===== src/rtl/hmove_player.sv =====
// Automated human-side player for the tic-tac-toe move FSM: presses enter/new_game
// like the board buttons would, follows a short move script and tracks both boards.
`timescale 1ns/1ps
module hmove_player #(
  parameter int PRESS_CYCLES = 4,
  parameter int SETUP_CYCLES = 3,
  parameter int TIMEOUT      = 64
) (
  input  logic        clock,
  input  logic        reset,
  input  logic        start,
  input  logic [15:0] script,
  input  logic [2:0]  script_len,
  input  logic [3:0]  cMove,
  input  logic        win,
  output logic [3:0]  hMove,
  output logic        enter_L,
  output logic        new_game_L,
  output logic        busy,
  output logic        done,
  output logic        game_won,
  output logic        timeout_err,
  output logic        illegal_err,
  output logic [8:0]  board_h,
  output logic [8:0]  board_c,
  output logic [2:0]  move_count
);

  localparam int TW = $clog2(TIMEOUT + 1);

  typedef enum logic [3:0] {
    S_IDLE, S_SNAP, S_SETUP, S_PRESS, S_RELEASE, S_WAIT_RESP,
    S_RECORD, S_NG_PRESS, S_NG_RELEASE, S_WAIT_START, S_DONE
  } state_t;

  state_t        r_state, w_next;
  logic [TW-1:0] r_tmr;
  logic [TW-1:0] w_tmr_inc;
  logic [15:0]   r_script;
  logic [2:0]    r_len;
  logic          r_ack;
  logic [3:0]    r_hmove;
  logic          r_won, r_to, r_ill;
  logic [8:0]    r_board_h, r_board_c;
  logic [2:0]    r_mcount;

  logic [3:0]    w_nibble;
  logic [8:0]    w_occ;
  logic          w_nib_ok, w_cm_range, w_cm_ok, w_to_hit;
  logic          w_set_ill, w_set_to, w_set_won, w_commit_h;
  logic [8:0]    w_c_set;

  function automatic logic [8:0] sq_mask(input logic [3:0] sq);
    if (sq >= 4'd1 && sq <= 4'd9) return 9'd1 << (sq - 4'd1);
    return 9'd0;
  endfunction

  assign w_nibble   = r_script[{r_mcount[1:0], 2'b00} +: 4];
  assign w_occ      = r_board_h | r_board_c;
  assign w_nib_ok   = (w_nibble >= 4'd1) && (w_nibble <= 4'd9) && ((sq_mask(w_nibble) & w_occ) == 9'd0);
  assign w_cm_range = (cMove >= 4'd1) && (cMove <= 4'd9);
  assign w_cm_ok    = w_cm_range && ((sq_mask(cMove) & w_occ) == 9'd0);
  // Saturating timer; the timeout compare is on equality with the incremented value.
  assign w_tmr_inc  = (r_tmr == TW'(TIMEOUT)) ? r_tmr : r_tmr + 1'b1;
  assign w_to_hit   = (w_tmr_inc == TW'(TIMEOUT));

  always_comb begin
    w_next     = r_state;
    w_set_ill  = 1'b0;
    w_set_to   = 1'b0;
    w_set_won  = 1'b0;
    w_commit_h = 1'b0;
    w_c_set    = 9'd0;
    case (r_state)
      S_IDLE:       if (start) w_next = S_SNAP;
      S_SNAP: begin
        if (w_cm_range) begin
          w_c_set = sq_mask(cMove);
          w_next  = S_SETUP;
        end else begin
          w_set_ill = 1'b1;
          w_next    = S_NG_PRESS;
        end
      end
      S_SETUP: begin
        if (!w_nib_ok) begin
          w_set_ill = 1'b1;
          w_next    = S_NG_PRESS;
        end else if (r_tmr == TW'(SETUP_CYCLES - 1)) begin
          w_next = S_PRESS;
        end
      end
      S_PRESS: begin
        if (r_tmr == TW'(PRESS_CYCLES - 1)) begin
          w_commit_h = 1'b1;
          w_next     = S_RELEASE;
        end
      end
      S_RELEASE:    w_next = S_WAIT_RESP;
      S_WAIT_RESP: begin
        if (r_ack && cMove != 4'd0) begin
          w_next = S_RECORD;
        end else if (w_to_hit) begin
          w_set_to = 1'b1;
          w_next   = S_NG_PRESS;
        end
      end
      S_RECORD: begin
        if (!w_cm_ok) begin
          w_set_ill = 1'b1;
          w_next    = S_NG_PRESS;
        end else begin
          w_c_set = sq_mask(cMove);
          if (win) begin
            w_set_won = 1'b1;
            w_next    = S_NG_PRESS;
          end else if (r_mcount == r_len) begin
            w_next = S_NG_PRESS;
          end else begin
            w_next = S_SETUP;
          end
        end
      end
      S_NG_PRESS:   if (r_tmr == TW'(PRESS_CYCLES - 1)) w_next = S_NG_RELEASE;
      S_NG_RELEASE: w_next = S_WAIT_START;
      S_WAIT_START: begin
        if (cMove == 4'd5 && !win) begin
          w_next = S_DONE;
        end else if (w_to_hit) begin
          w_set_to = 1'b1;
          w_next   = S_DONE;
        end
      end
      S_DONE:       w_next = S_IDLE;
      default:      w_next = S_IDLE;
    endcase
  end

  always_ff @(posedge clock) begin
    if (reset) begin
      r_state   <= S_IDLE;
      r_tmr     <= '0;
      r_script  <= 16'd0;
      r_len     <= 3'd1;
      r_ack     <= 1'b0;
      r_hmove   <= 4'd0;
      r_won     <= 1'b0;
      r_to      <= 1'b0;
      r_ill     <= 1'b0;
      r_board_h <= 9'd0;
      r_board_c <= 9'd0;
      r_mcount  <= 3'd0;
    end else begin
      r_state <= w_next;
      r_tmr   <= (w_next != r_state) ? '0 : w_tmr_inc;
      if (r_state == S_IDLE && start) begin
        r_script  <= script;
        r_len     <= (script_len == 3'd0 || script_len > 3'd4) ? 3'd1 : script_len;
        r_won     <= 1'b0;
        r_to      <= 1'b0;
        r_ill     <= 1'b0;
        r_board_h <= 9'd0;
        r_board_c <= 9'd0;
        r_mcount  <= 3'd0;
      end else begin
        r_ill     <= r_ill | w_set_ill;
        r_to      <= r_to | w_set_to;
        r_won     <= r_won | w_set_won;
        r_board_c <= r_board_c | w_c_set;
        if (w_commit_h) begin
          r_board_h <= r_board_h | sq_mask(r_hmove);
          r_mcount  <= r_mcount + 3'd1;
        end
      end
      // hMove only moves on entry to SETUP or NG_PRESS, both with enter_L high.
      if (w_next == S_SETUP && r_state != S_SETUP) r_hmove <= w_nibble;
      else if (w_next == S_NG_PRESS && r_state != S_NG_PRESS) r_hmove <= 4'd0;
      if (w_next == S_PRESS && r_state != S_PRESS) r_ack <= 1'b0;
      else if (r_state == S_PRESS && cMove == 4'd0) r_ack <= 1'b1;
    end
  end

  assign hMove       = r_hmove;
  assign enter_L     = (r_state != S_PRESS);
  assign new_game_L  = (r_state != S_NG_PRESS);
  assign busy        = (r_state != S_IDLE) && (r_state != S_DONE);
  assign done        = (r_state == S_DONE);
  assign game_won    = r_won;
  assign timeout_err = r_to;
  assign illegal_err = r_ill;
  assign board_h     = r_board_h;
  assign board_c     = r_board_c;
  assign move_count  = r_mcount;

endmodule


===== config.mk =====
export PLATFORM = sky130hd
export DESIGN_NAME = hmove_player
export DESIGN_NICKNAME = d
export VERILOG_FILES = /design/src/rtl/hmove_player.sv
export SDC_FILE = /design/constraint.sdc
export NUM_CORES = 1
export LEC_CHECK = 0
export CORE_MARGIN = 2
export CORE_UTILIZATION = 35
export DETAILED_ROUTE_END_ITERATION = 10
export PLACE_DENSITY_LB_ADDON = 0.1
export REMOVE_ABC_BUFFERS = 1
export SLEW_MARGIN = 20
export SYNTH_ARGS = -nofsm -noshare
export SYNTH_HDL_FRONTEND = slang
export SYNTH_SLANG_ARGS = --single-unit

===== constraint.sdc =====
create_clock -name clock -period 7.3 [get_ports clock]
set_clock_uncertainty 0.05 [all_clocks]
set_input_delay 1.095 -clock clock [delete_from_list [all_inputs] [get_ports clock]]
set_output_delay 1.095 -clock clock [all_outputs]
set_load 0.01 [all_outputs]

==> impl_results.md <==
- Grt met1 use: 26.06%
- DP Area: 3789 um^2
- Diodes inserted: 0
- RR Endpoint: hMove[2]
- Starting Density: 36.09%
- Setup TNS: 0 ns
- RSZ-0062 raised after global routing: false
- CP max FO: 12
- GR Layer Usage met3: 3.333%
- Startpoint Class: input port
- Antenna-violating nets left: 0
- Final setup viols: 0
- Crit Reg-Reg Startpoint: move_count[0]
- Routed len/inst: 15.76 um
- Status: finished, final reports clean
- Cell Pwr Density: 241.1 nW/um^2
- Nets: 474
- RePlAce Congestion: 0.8583
- Crit path from: cMove[0]
- Antenna violations before repair: 0
- Seq/Total Area, Yosys: 37.34%
- Skew-Pair Late Insertion Delay: 0.34 ns
- Unique masters post-synth: 56
- Post-synthesis cell count: 391
- Die Y: 99.07 um
- Worst slack, placed: 3.497 ns
- Syn Area/Cell: 8.090 um^2
- Final period demand of the worst path: 3.475 ns
- Slew @ Worst Pin: 0.7849 ns
- Setup crit end kind: register
- CTS buffer count: 9
- Fillers: 888
- Final worst slack: 3.825 ns
- DRC: 0
- Hold Crit Class: register to register
- Max-cap violations: 0
- Vias in the first global route: 2910
- Most common cell after layout, fill and taps aside: dfxtp_1
- Area Growth Syn to Fin: 26.15%
- Commonest non-fill, non-tap cells in the layout: dfxtp_1 (59), clkdlybuf4s50_1 (58), nor2_1 (56)
- CP arrival: 3.67 ns
- Core Area: 8763 um^2
- Dpl cells: 537
- Seq. cell area: 1181 um^2
- PostCTS Resize Cnt: 0
- Post-CTS Setup Bufs: 0
- Detailed Route Iter0 Violations: 130
- Seq cells post-synth: 59
- # IOs: 59
- GR Overflow Total: 0
- # H-tree levels: 3
- Total track usage: 18.38%
- Total number of vias: 2973
- Maximum VDD drop: 101.6 uV
- Grt met2 use: 28.07%
- Clock buffer depth: 2
- Max_slew headroom: 47.53%
- Yosys warns: 0
- Hold Fails Final Rpt: 0
- EDFF count, synth: 0
- Hold Buf Count CTS: 0
- DP HPWL: 6.458 mm
- Largest net degree at the start of global routing: 33
- Mapped Area: 3163 um^2
- FFs w/ async S/R, synth: 0%
- Cell area after layout: 3990 um^2
- CP Data Required Time: 7.50 ns
- Port Buf Inserts: 58
- Ys flop type: dfxtp_1
- Critical path class: input port to register
- Period utilization: 47.60%
- Layout Cells excl Fill: 552
- Die W: 99.07 um
- First-pass GRT wire length: 14.39 mm
- Via density: 5.386
- Crit path capture: r_tmr[0]
- Most Crowded Layer GR: met2
- Die Footprint: 9814 um^2
- Leak: 1.371 nW
- Area of the multi-input gates: 1817 um^2
- Fmax achieved: 287.8 MHz
- TritonCTS Sinks: 59
- Max Slew Vio Count: 0
- Drt total wl: 8.699 mm
- Layout cell share with drive strength beyond 1: 6.532%
- Clk pin slew, worst setup/hold paths: 0.07 ns
- Clock Tree Root: clkbuf_8
- R2r worst-path depth: 7
- CTS tree: done
- Total power: 0.9622 mW
- Reg2reg setup slack: 4.18 ns
- Initial DRT Pass Iterations: 4
- Std-Cell Rows: 34
-- power by group --
part	internal [mW]	total [mW]	switching, mW
sequential	0.349	0.382	0.0330
combinational	0.108	0.271	0.163
clock	0.174	0.309	0.135
-- registers in the layout, indices dropped and copies added (netlist names) --
register / cells
r_ack: 1
move_count: 3
illegal_err: 1
timeout_err: 1
r_script: 16
r_tmr: 7
board_c: 9
board_h: 9
r_len: 3
r_state: 4
hMove: 4
game_won: 1
-- metrics by stage --
step	hold slack [ns]	util (%)
floorplan	0.3771	-
global placement	0.3908	43.23
detailed placement	0.3982	43.23
CTS	0.4069	45.53
global route	0.4273	45.53
finish	0.4043	45.53
-- cell type report --
class                           count  share of cell area, %
Clock buffer                       11                  3.794
Clock inverter                      4                  1.254
Inverter                           18                  1.693
Multi-Input combinational cell    293                  45.53
Sequential cell                    59                  29.60
Tap cell                          108                  3.387
Timing Repair Buffer               59                  14.74
-- Yosys cell counts (all sizes together), types with 6 or more instances --
master  instances  share of area (%)
nand2          48                5.7
mux4            6                4.3
ha              7                2.8
clkbuf         16                1.9
nor3           13                2.1
o21ai           7                1.1
nor2           56                6.6
nand3           6               0.95
a21oi          31                4.9
o21a           12                2.9
dfxtp          59                 37
xnor2           9                2.5
inv            18                2.1
a31oi          10                2.0
nor4            6                1.2
nand2b         10                2.0
-- routing by layer --
metal	up-vias	wire [um]
met2	90	3900
li1	1482	-
met1	1392	4262
met4	0	97
met5	-	0
met3	9	438
-- worst max-delay path, cell delays in order --
cell	delay (ns)
clkdlybuf4s50_1	0.61
o41a_1	0.54
a211o_1	0.31
a22oi_1	0.19
o31ai_2	0.12
mux2i_1	0.13
or2_0	0.35
nor4bb_2	0.33
-- kinds of logic after synthesis --
logic type      count (synthesis)  synth area share (%)
buf+inv                        39                 5.222
compound gates                 94                 19.90
simple gates                  169                 25.63
flops                          59                 37.34
xor+xnor                       13                 3.600
fa+ha+maj                       7                 2.769
mux                            10                 5.538
-- how the worst min path moves through the flow --
stage,slack [ns],cells past startpoint,to,startpoint
2_1_floorplan,0.38,2,r_script[10],r_script[10]
3_3_place_gp,0.39,2,r_script[13],r_script[13]
3_5_place_dp,0.40,2,r_script[9],r_script[9]
4_1_cts,0.41,2,r_script[0],r_script[0]
5_1_grt,0.43,2,r_script[1],r_script[1]
6_report,0.40,2,r_script[4],r_script[4]
Note: power is estimated with default switching activity, not from simulation.
